**config.mk**
```make
export PLATFORM = sky130hd
export DESIGN_NAME = ball_motion_ctrl
export DESIGN_NICKNAME = d
export VERILOG_FILES = /design/src/rtl/ball_motion_pkg.sv /design/src/rtl/collide_edge_detect.sv /design/src/rtl/ball_motion_ctrl.sv
export SDC_FILE = /design/constraint.sdc
export NUM_CORES = 1
export LEC_CHECK = 0
export BUFFER_PORTS_ARGS = -buffer_cell sky130_fd_sc_hd__buf_2
export CAP_MARGIN = 20
export CORE_UTILIZATION = 30
export DETAILED_ROUTE_END_ITERATION = 8
export SLEW_MARGIN = 20
export SYNTH_ARGS = -nofsm -noshare
export SYNTH_HDL_FRONTEND = slang
export SYNTH_SLANG_ARGS = --single-unit
```
**constraint.sdc**
```tcl
create_clock -name clk -period 4.9 [get_ports clk]
set_input_delay 0.98 -clock clk [delete_from_list [all_inputs] [get_ports clk]]
set_output_delay 0.98 -clock clk [all_outputs]
set_load 0.005 [all_outputs]
```
**src/rtl/ball_motion_pkg.sv**
```systemverilog
// Shared constants for the ball motion controller: stop codes, state encoding, code ranges.
// Also holds the move-code helper used for both axes.
package ball_motion_pkg;

    localparam int H_STOP_DEF = 11;
    localparam int V_STOP_DEF = 10;

    localparam int H_CODE_MIN = 8;
    localparam int H_CODE_MAX = 14;
    localparam int V_CODE_MIN = 7;
    localparam int V_CODE_MAX = 13;

    typedef enum logic [1:0] {
        ST_IDLE       = 2'd0,
        ST_SERVE_WAIT = 2'd1,
        ST_MOVING     = 2'd2,
        ST_PAUSED     = 2'd3
    } state_t;

    // dir=0 moves positive (stop+speed), dir=1 moves negative (stop-speed)
    function automatic logic [3:0] move_code(input logic [3:0] stop, input logic dir,
                                             input logic [1:0] spd);
        return dir ? (stop - {2'b00, spd}) : (stop + {2'b00, spd});
    endfunction

endpackage

```
**src/rtl/collide_edge_detect.sv**
```systemverilog
// Two-flop synchronizer for a raw collide level plus a rising-edge pulse.
// The pulse appears 2 cycles after the raw rise; a held level yields one pulse.
module collide_edge_detect (
    input  logic clk,
    input  logic ball_reset,
    input  logic collide,
    output logic rise
);
    logic sync1_q;
    logic sync2_q;
    logic prev_q;

    always_ff @(posedge clk or posedge ball_reset) begin
        if (ball_reset) begin
            sync1_q <= 1'b0;
            sync2_q <= 1'b0;
            prev_q  <= 1'b0;
        end else begin
            sync1_q <= collide;
            sync2_q <= sync1_q;
            prev_q  <= sync2_q;
        end
    end

    assign rise = sync2_q & ~prev_q;

endmodule

```
**src/rtl/ball_motion_ctrl.sv**
```systemverilog
// Sequences ball move codes (serve/pause/miss), turns wall hits into reversals, ramps speed.
// Codes change only on frame_tick (outputs registered, +1 cycle); miss stops the ball next cycle.
module ball_motion_ctrl
    import ball_motion_pkg::*;
#(
    parameter int H_STOP              = H_STOP_DEF,
    parameter int V_STOP              = V_STOP_DEF,
    parameter int MAX_SPEED           = 3,
    parameter int BOUNCES_PER_SPEEDUP = 4
) (
    input  logic       clk,
    input  logic       ball_reset,
    input  logic       frame_tick,
    input  logic       hcollide,
    input  logic       vcollide,
    input  logic       serve,
    input  logic [1:0] serve_dir,
    input  logic       pause,
    input  logic       miss,
    output logic [3:0] hmove,
    output logic [3:0] vmove,
    output logic [1:0] state,
    output logic [1:0] speed,
    output logic [7:0] bounce_count
);
    localparam logic [3:0] H_STOP4 = H_STOP[3:0];
    localparam logic [3:0] V_STOP4 = V_STOP[3:0];
    localparam logic [1:0] MAX_SPD = MAX_SPEED[1:0];

    state_t     state_q;
    logic       hdir, vdir, hpend, vpend;
    logic       hedge, vedge;
    logic [1:0] n_bounce;
    logic [8:0] bc_sum;
    logic [7:0] app_bc;
    logic [1:0] app_speed;
    logic       app_hdir, app_vdir, crossed;

    collide_edge_detect u_hedge (.clk(clk), .ball_reset(ball_reset), .collide(hcollide), .rise(hedge));
    collide_edge_detect u_vedge (.clk(clk), .ball_reset(ball_reset), .collide(vcollide), .rise(vedge));

    // Result of applying the pending bounces at this frame boundary
    always_comb begin
        n_bounce  = {1'b0, hpend} + {1'b0, vpend};
        bc_sum    = {1'b0, bounce_count} + {7'b0, n_bounce};
        app_bc    = bc_sum[8] ? 8'hFF : bc_sum[7:0];
        crossed   = (int'(app_bc) / BOUNCES_PER_SPEEDUP) != (int'(bounce_count) / BOUNCES_PER_SPEEDUP);
        app_speed = (crossed && (speed < MAX_SPD)) ? speed + 2'd1 : speed;
        app_hdir  = hdir ^ hpend;
        app_vdir  = vdir ^ vpend;
    end

    always_ff @(posedge clk or posedge ball_reset) begin
        if (ball_reset) begin
            state_q      <= ST_IDLE;
            hmove        <= H_STOP4;
            vmove        <= V_STOP4;
            speed        <= 2'd1;
            bounce_count <= 8'd0;
            hdir         <= 1'b0;
            vdir         <= 1'b0;
            hpend        <= 1'b0;
            vpend        <= 1'b0;
        end else if (miss) begin
            state_q <= ST_IDLE;
            hmove   <= H_STOP4;
            vmove   <= V_STOP4;
            hpend   <= 1'b0;
            vpend   <= 1'b0;
        end else begin
            case (state_q)
                ST_IDLE: begin
                    if (serve) begin
                        state_q      <= ST_SERVE_WAIT;
                        hdir         <= serve_dir[1];
                        vdir         <= serve_dir[0];
                        speed        <= 2'd1;
                        bounce_count <= 8'd0;
                        hpend        <= 1'b0;
                        vpend        <= 1'b0;
                    end
                end
                ST_SERVE_WAIT: begin
                    if (frame_tick) begin
                        state_q <= ST_MOVING;
                        hmove   <= move_code(H_STOP4, hdir, speed);
                        vmove   <= move_code(V_STOP4, vdir, speed);
                    end
                end
                ST_MOVING: begin
                    if (frame_tick) begin
                        hdir         <= app_hdir;
                        vdir         <= app_vdir;
                        bounce_count <= app_bc;
                        speed        <= app_speed;
                        // an edge landing on the boundary belongs to the next frame
                        hpend        <= hedge;
                        vpend        <= vedge;
                        if (pause) begin
                            state_q <= ST_PAUSED;
                            hmove   <= H_STOP4;
                            vmove   <= V_STOP4;
                        end else begin
                            hmove <= move_code(H_STOP4, app_hdir, app_speed);
                            vmove <= move_code(V_STOP4, app_vdir, app_speed);
                        end
                    end else begin
                        if (hedge) hpend <= 1'b1;
                        if (vedge) vpend <= 1'b1;
                    end
                end
                ST_PAUSED: begin
                    if (frame_tick && !pause) begin
                        state_q <= ST_MOVING;
                        hmove   <= move_code(H_STOP4, hdir, speed);
                        vmove   <= move_code(V_STOP4, vdir, speed);
                    end
                end
                default: state_q <= ST_IDLE;
            endcase
        end
    end

    assign state = state_q;

endmodule

```
# ---- After elaboration in Yosys (flattened, before gate mapping)
# Index checks and enable logic that the tools add are counted.
# W data, S select, Z words.
dict set report op_classes {
  n_addsub 11
  mul 0
  n_div 0
  order_cmp 1
  n_eq_ne 13
  n_shift 0
  n_mux 45
  bitwise_logic 7
  n_reduce_logical 12
}
# operator n
set op_table {}
lappend op_table {{$mux W4} 14}
lappend op_table {{$mux W8} 3}
lappend op_table {{$pmux W4 S3} 2}
lappend op_table {{$add A4 B2 Y4 const A} 4}
lappend op_table {{$mux W2} 8}
lappend op_table {{$pmux W8 S2} 1}
lappend op_table {{$sub A4 B2 Y4 const A} 4}
lappend op_table {{$ne A3 B3 Y1 const B} 5}
lappend op_table {{$mux W1} 11}
lappend op_table {{$add A8 B2 Y9} 1}
lappend op_table {{$ne A4 B4 Y1 const B} 2}
lappend op_table {{$pmux W1 S2} 4}
lappend op_table {{$pmux W2 S4} 1}
lappend op_table {{$reduce_and A4 Y1} 2}
lappend op_table {{$ne A6 B6 Y1} 1}
lappend op_table {{$reduce_and A3 Y1} 2}
lappend op_table {{$reduce_and A5 Y1} 1}
lappend op_table {{$eq A2 B2 Y1 const B} 2}
lappend op_table {{$ne A2 B2 Y1 const B} 2}
lappend op_table {{$pmux W2 S2} 1}
lappend op_table {{$reduce_bool A4 Y1} 1}
lappend op_table {{$not A1 Y1} 3}
lappend op_table {{$reduce_bool A3 Y1} 1}
lappend op_table {{$add A1 B1 Y2} 1}
lappend op_table {{9 further kinds} 12}
dict set report totals {
  reg_bits 30
  latch_bits 0
  ramBits 0
  rom_bits 0
  input_bits 10
  output_inout_bits 20
  word_cells 104
  mem_count 0
}

# ---- Logic depth before layout (Yosys ltp)
dict set report depth {
  depth_word 12
  mapped_depth 11
  depth_no_buf 10
}

# ---- Modules after synthesis
# A second synthesis with hierarchy kept.
dict set report unflattened {
  hier_cells 177
  area_unflattened_um2 1646.6
}
# mod instances cells_each area_per_inst_um2 seq_area_each_um2
set by_module_without_submodules {}
lappend by_module_without_submodules {ball_motion_ctrl 1 167 1461.4 581.8}
lappend by_module_without_submodules {collide_edge_detect 2 5 92.6 75.1}

# ---- Least setup slack after synthesis
# Ideal clock, no wire load.
dict set report synth_path {
  path_type {reg2reg}
  from {register vpend}
  to {register hmove[1]}
  setup_time_ns 0.083
  arrival_ns 2.732
  required_ns 4.817
  setup_slack_ns 2.084
  path_stages_with_launch 11
  path_buffers 1
  period_less_slack_ns 2.816
  path_cell_list {dfrtp_1 -> clkbuf_1 -> inv_1 -> fa_1 -> or3b_4 -> a31oi_4 -> xnor2_1 -> ha_1 -> nor3_1 -> o31a_1 -> o32a_1}
}
dict set report synth_between {
  elab_chain_len 12
  word_cells_on_any_way 13
  cone_classes {add/sub: 4; eq/ne: 1; mux: 7; reduce/logical: 1}
}
# item line_no
set synth_lines {}
lappend synth_lines {{start, declared} ball_motion_ctrl.sv:31} ;# logic hdir, vdir, hpend, vpend;
lappend synth_lines {{start signal, assigned} ball_motion_ctrl.sv:98} ;# vpend <= vedge;
lappend synth_lines {{$add A1 B1 Y2 (*)} ball_motion_ctrl.sv:44} ;# n_bounce = {1'b0, hpend} + {1'b0, vpend};
lappend synth_lines {{$add A8 B2 Y9 (*)} ball_motion_ctrl.sv:45} ;# bc_sum = {1'b0, bounce_count} + {7'b0, n_bounce};
lappend synth_lines {{$mux W8 (*)} ball_motion_ctrl.sv:46} ;# app_bc = bc_sum[8] ? 8'hFF : bc_sum[7:0];
lappend synth_lines {{$ne A6 B6 Y1 (*)} ball_motion_ctrl.sv:47} ;# crossed = (int'(app_bc) / BOUNCES_PER_SPEEDUP) != (int'(bounce_count) / BOUNCES_PER_SPEEDUP);
lappend synth_lines {{$logic_and A1 B1 Y1 (*)} ball_motion_ctrl.sv:48} ;# app_speed = (crossed && (speed < MAX_SPD)) ? speed + 2'd1 : speed;
lappend synth_lines {{$mux W2 (*)} ball_motion_ctrl.sv:48}
lappend synth_lines {{$add A4 B2 Y4 or $sub A4 B2 Y4 (tied branches)} ball_motion_pkg.sv:23} ;# return dir ? (stop - {2'b00, spd}) : (stop + {2'b00, spd});
lappend synth_lines {{$mux W4 (*)} ball_motion_pkg.sv:23}
lappend synth_lines {{$mux W4 (*)} ball_motion_ctrl.sv:99} ;# if (pause) begin
lappend synth_lines {{$mux W4 (*)} ball_motion_ctrl.sv:91} ;# if (frame_tick) begin
lappend synth_lines {{$pmux W4 S3 (*)} ball_motion_ctrl.sv:71} ;# case (state_q)
lappend synth_lines {{$mux W4 (*)} ball_motion_ctrl.sv:64} ;# end else if (miss) begin
lappend synth_lines {{end signal, assigned} ball_motion_ctrl.sv:86} ;# hmove <= move_code(H_STOP4, hdir, speed);
lappend synth_lines {{end signal, assigned} ball_motion_ctrl.sv:104} ;# hmove <= move_code(H_STOP4, app_hdir, app_speed);
lappend synth_lines {{end signal, assigned} ball_motion_ctrl.sv:115} ;# hmove <= move_code(H_STOP4, hdir, speed);
lappend synth_lines {{end, declared} ball_motion_ctrl.sv:20} ;# output logic [3:0] hmove,
# Every way passes the cells marked *; elsewhere a longest branch is shown, timed or not. The select of a mux whose other input is x is not followed.
# A chain may end at the register's enable or synchronous reset.

# ---- Final worst setup path
dict set report layout_path {
  from {register hpend}
  to {register vmove[1]}
}
dict set report layout_between {
  elab_chain_len 12
  word_cells_on_any_way 13
  cone_classes {add/sub: 4; eq/ne: 1; mux: 7; reduce/logical: 1}
}
# item line_no
set layout_lines {}
lappend layout_lines {{start, declared} ball_motion_ctrl.sv:31}
lappend layout_lines {{start signal, assigned} ball_motion_ctrl.sv:97} ;# hpend <= hedge;
lappend layout_lines {{$add A1 B1 Y2 (*)} ball_motion_ctrl.sv:44}
lappend layout_lines {{$add A8 B2 Y9 (*)} ball_motion_ctrl.sv:45}
lappend layout_lines {{$mux W8 (*)} ball_motion_ctrl.sv:46}
lappend layout_lines {{$ne A6 B6 Y1 (*)} ball_motion_ctrl.sv:47}
lappend layout_lines {{$logic_and A1 B1 Y1 (*)} ball_motion_ctrl.sv:48}
lappend layout_lines {{$mux W2 (*)} ball_motion_ctrl.sv:48}
lappend layout_lines {{$add A4 B2 Y4 or $sub A4 B2 Y4 (tied branches)} ball_motion_pkg.sv:23}
lappend layout_lines {{$mux W4 (*)} ball_motion_pkg.sv:23}
lappend layout_lines {{$mux W4 (*)} ball_motion_ctrl.sv:99}
lappend layout_lines {{$mux W4 (*)} ball_motion_ctrl.sv:91}
lappend layout_lines {{$pmux W4 S3 (*)} ball_motion_ctrl.sv:71}
lappend layout_lines {{$mux W4 (*)} ball_motion_ctrl.sv:64}
lappend layout_lines {{end signal, assigned} ball_motion_ctrl.sv:87} ;# vmove <= move_code(V_STOP4, vdir, speed);
lappend layout_lines {{end signal, assigned} ball_motion_ctrl.sv:105} ;# vmove <= move_code(V_STOP4, app_vdir, app_speed);
lappend layout_lines {{end signal, assigned} ball_motion_ctrl.sv:116} ;# vmove <= move_code(V_STOP4, vdir, speed);
lappend layout_lines {{end, declared} ball_motion_ctrl.sv:21} ;# output logic [3:0] vmove,
# Marks and branches as above.

==> impl_metrics.tcl <==
set metrics [dict create \
    netlist_area_sq_um 1620 \
    vdd_ir_drop_max_v 0.000114 \
    ys_types 42 \
    cts_tree "yes" \
    grt_use_total_pct 15.1 \
    antenna_found_initial 0 \
    async_flop_share_pct 100 \
    io_buffers 28 \
    min_path_type "register to register" \
    crit_fanout 7 \
    cp_common_cell "o21ai_0" \
    crit_arrival_ps 3250 \
    required_ps 5110 \
    hp-start "u_hedge.sync1_q$_DFF_PP0_" \
    nets 216 \
    htreeDepth 2 \
    drt_pass1_iterations 4 \
    max_freq_ghz 0.329 \
    final_core_util_pct 36.7 \
    rsz0062_at_grt "no" \
    period_share_pct 62.0 \
    drc 0 \
    worst_slew_pin_slew_ps 595 \
    mostFrequentLayoutCell "buf_2" \
    final_cell_mix "buf_2 (28), dfrtp_1 (24), a21oi_1 (21), nor2_1 (21), o21ai_0 (18)" \
    die_x_um 75.4 \
    power.density_nw_per_um2 273 \
    cts_buffers 5 \
    synth_flop_cell "dfrtp_1" \
    clk-insertion-delay-late_ps 280 \
    gp_congestion 0.778 \
    ys_seq_area_share_pct 45.3 \
    diodes 0 \
    avgViaCountPerCell 5.01 \
    vias 1364 \
    ys_seq_elements 29 \
    clock_sinks 29 \
    drt_iter0_drc 73 \
    final.fill_count 560 \
    dp_cells 264 \
    crit_buf_inv 1 \
    worstRegToRegCells 10 \
    die_h_um 75.4 \
    cts-root-buf "clkbuf_8" \
    clock_skew_ps 6.46 \
    max_stage_delay_ps 470 \
    wirelength_mm 3.68 \
    rows 26 \
    regArea_sq_um 732 \
    fin_cells 272 \
    wl_per_cell_um 13.5 \
    gr-total-overflow 0 \
    worst-setup-path-type "register to register" \
    hold_viol 0 \
    r2r-start "hpend$_DFFE_PP0P_" \
    initial_core_util_pct 31.4 \
    cp_cell_sequence "inv_1 > fa_1 > or3b_4 > a31oi_4 > xnor2_1 > ha_1 > nor3_1 > o21ai_0 > o21ai_0 > o32a_1" \
    crit_family "compound AO/OA/AOI/OAI gates" \
    drv_slew 0 \
    relSlewSlack_pct 60.1 \
    synth_nets 189 \
    grt_pass1_vias 1341 \
    clock_path_buffers 2 \
    status "finished clean" \
    min_delay_path_depth 0 \
    multi_input_area_sq_um 800 \
    synth_edf_count 0 \
    drive_gt1_share_pct 22.8 \
    cts_setup_buffers 0 \
    setup_viol 0 \
    maxCapViolCount 0 \
    cts_resized 0 \
    design.die.area_sq_um 5680 \
    clk_transition_reported_paths_ps 60 \
    cp_slowest_cell "fa_1" \
    tns_ps 0 \
    crit_cells 10 \
    coreArea_sq_um 5140 \
    ioPinCount 30 \
    startpoint "hpend$_DFFE_PP0P_" \
    grt_start_max_net_pins 30 \
    leakagePower_nw 0.816 \
    drtAntennaViolNets 0 \
    endpoint_kind "register" \
    period_needed_ps 3040 \
    grt_pass1_wl_mm 6.32 \
    syn_avg_cell_area_sq_um 9.28 \
    dpl.hpwl_mm 2.57 \
    syn_inst 174 \
    cts-hold-fix-buffers 0 \
    syn_to_final_growth_pct 16.9 \
    crit_path_start_kind "register" \
    yosysWarnings 0 \
]
## flip-flops by register name (all words and copies together), names as in the netlist, 2 cells and up
register,count
state,2
bounce_count,8
hmove,3
vmove,4
speed,2
## final cells by class
cell class / instances / share of cell area, %
clock buffers: 8 / 4.24
inverters: 11 / 2.19
multi-input cells: 125 / 42.3
flip-flops and latches: 29 / 38.8
well taps: 70 / 4.64
repair buffers: 29 / 7.82
## stage by stage
step           setup slack [ps]  power [W]  area [sq um]  hold slack [ps]
6_report                   1860   0.000515          1890              350
5_1_grt                    1630   0.000545          1890              358
4_1_cts                    1900   0.000523          1890              353
3_5_place_dp               1930   0.000332          1810              339
3_3_place_gp               1980   0.000332          1810              335
2_1_floorplan              2080   0.000313          1620              331
## per-layer routing
metal  up-vias  wire length, um  track usage [%]
met5         -                0                0
met4         0               46             5.56
met2        25             1700             23.7
met1       668             1780             19.8
met3         4              164             4.63
li1        667                -                -
## power by group
group | internal, W | switching [W] | leakage (nW)
combinational | 0.0000263 | 0.0000341 | 0.410
sequential | 0.000252 | 0.0000150 | 0.367
clock | 0.000101 | 0.0000868 | 0.0395
total | 0.000379 | 0.000136 | 0.816
## worst register-to-register path: stages (launching register included)
cell and delay [ps]:
dfrtp_1 460, inv_1 130, fa_1 470, or3b_4 430, a31oi_4 300, xnor2_1 160
ha_1 360, nor3_1 70, o21ai_0 150, o21ai_0 100, o32a_1 330
## cell families after synthesis
family | share of synthesized area [%]
buffers and inverters | 5.19
AND/OR/NAND/NOR | 16.3
AO/OA/AOI/OAI | 23.2
XOR/XNOR | 1.63
flip-flops | 45.3
other | 0.232
adder cells (fa/ha/maj) | 4.34
multiplexers | 3.72
## synth_stat cells (all sizes together), types with 2 or more instances
cell | instances | area share, %
a211oi | 2 | 0.93
a21oi | 21 | 6.5
a31oi | 4 | 2.5
a32o | 2 | 1.2
a32oi | 2 | 1.1
and2 | 2 | 0.77
and3 | 2 | 0.77
buf | 6 | 1.9
clkbuf | 3 | 0.70
dfrtp | 24 | 37
dfstp | 5 | 8.1
ha | 4 | 3.1
inv | 11 | 2.6
mux2i | 6 | 3.7
nand2 | 8 | 1.9
nand2b | 4 | 1.5
nand3 | 2 | 0.62
nor2 | 21 | 4.9
nor3 | 4 | 1.5
nor3b | 2 | 0.93
o21ai | 18 | 5.6
o32a | 3 | 1.9
or2 | 2 | 0.77
xnor2 | 2 | 1.1
## worst paths after layout
check / slack, ps / endpoint
setup / recovery: 1860 / vmove[1]$_DFFE_PP1P_
hold / removal: 350 / u_hedge.sync2_q$_DFF_PP0_
setup reg to reg: 1860 / vmove[1]$_DFFE_PP1P_
hold reg to reg: 350 / u_hedge.sync2_q$_DFF_PP0_
max in group asynchronous: 3830 / hmove[0]$_DFFE_PP1P_
min in group asynchronous: 760 / bounce_count[7]$_DFFE_PP0P_
No activity file was read; power rests on OpenSTA's default activity.
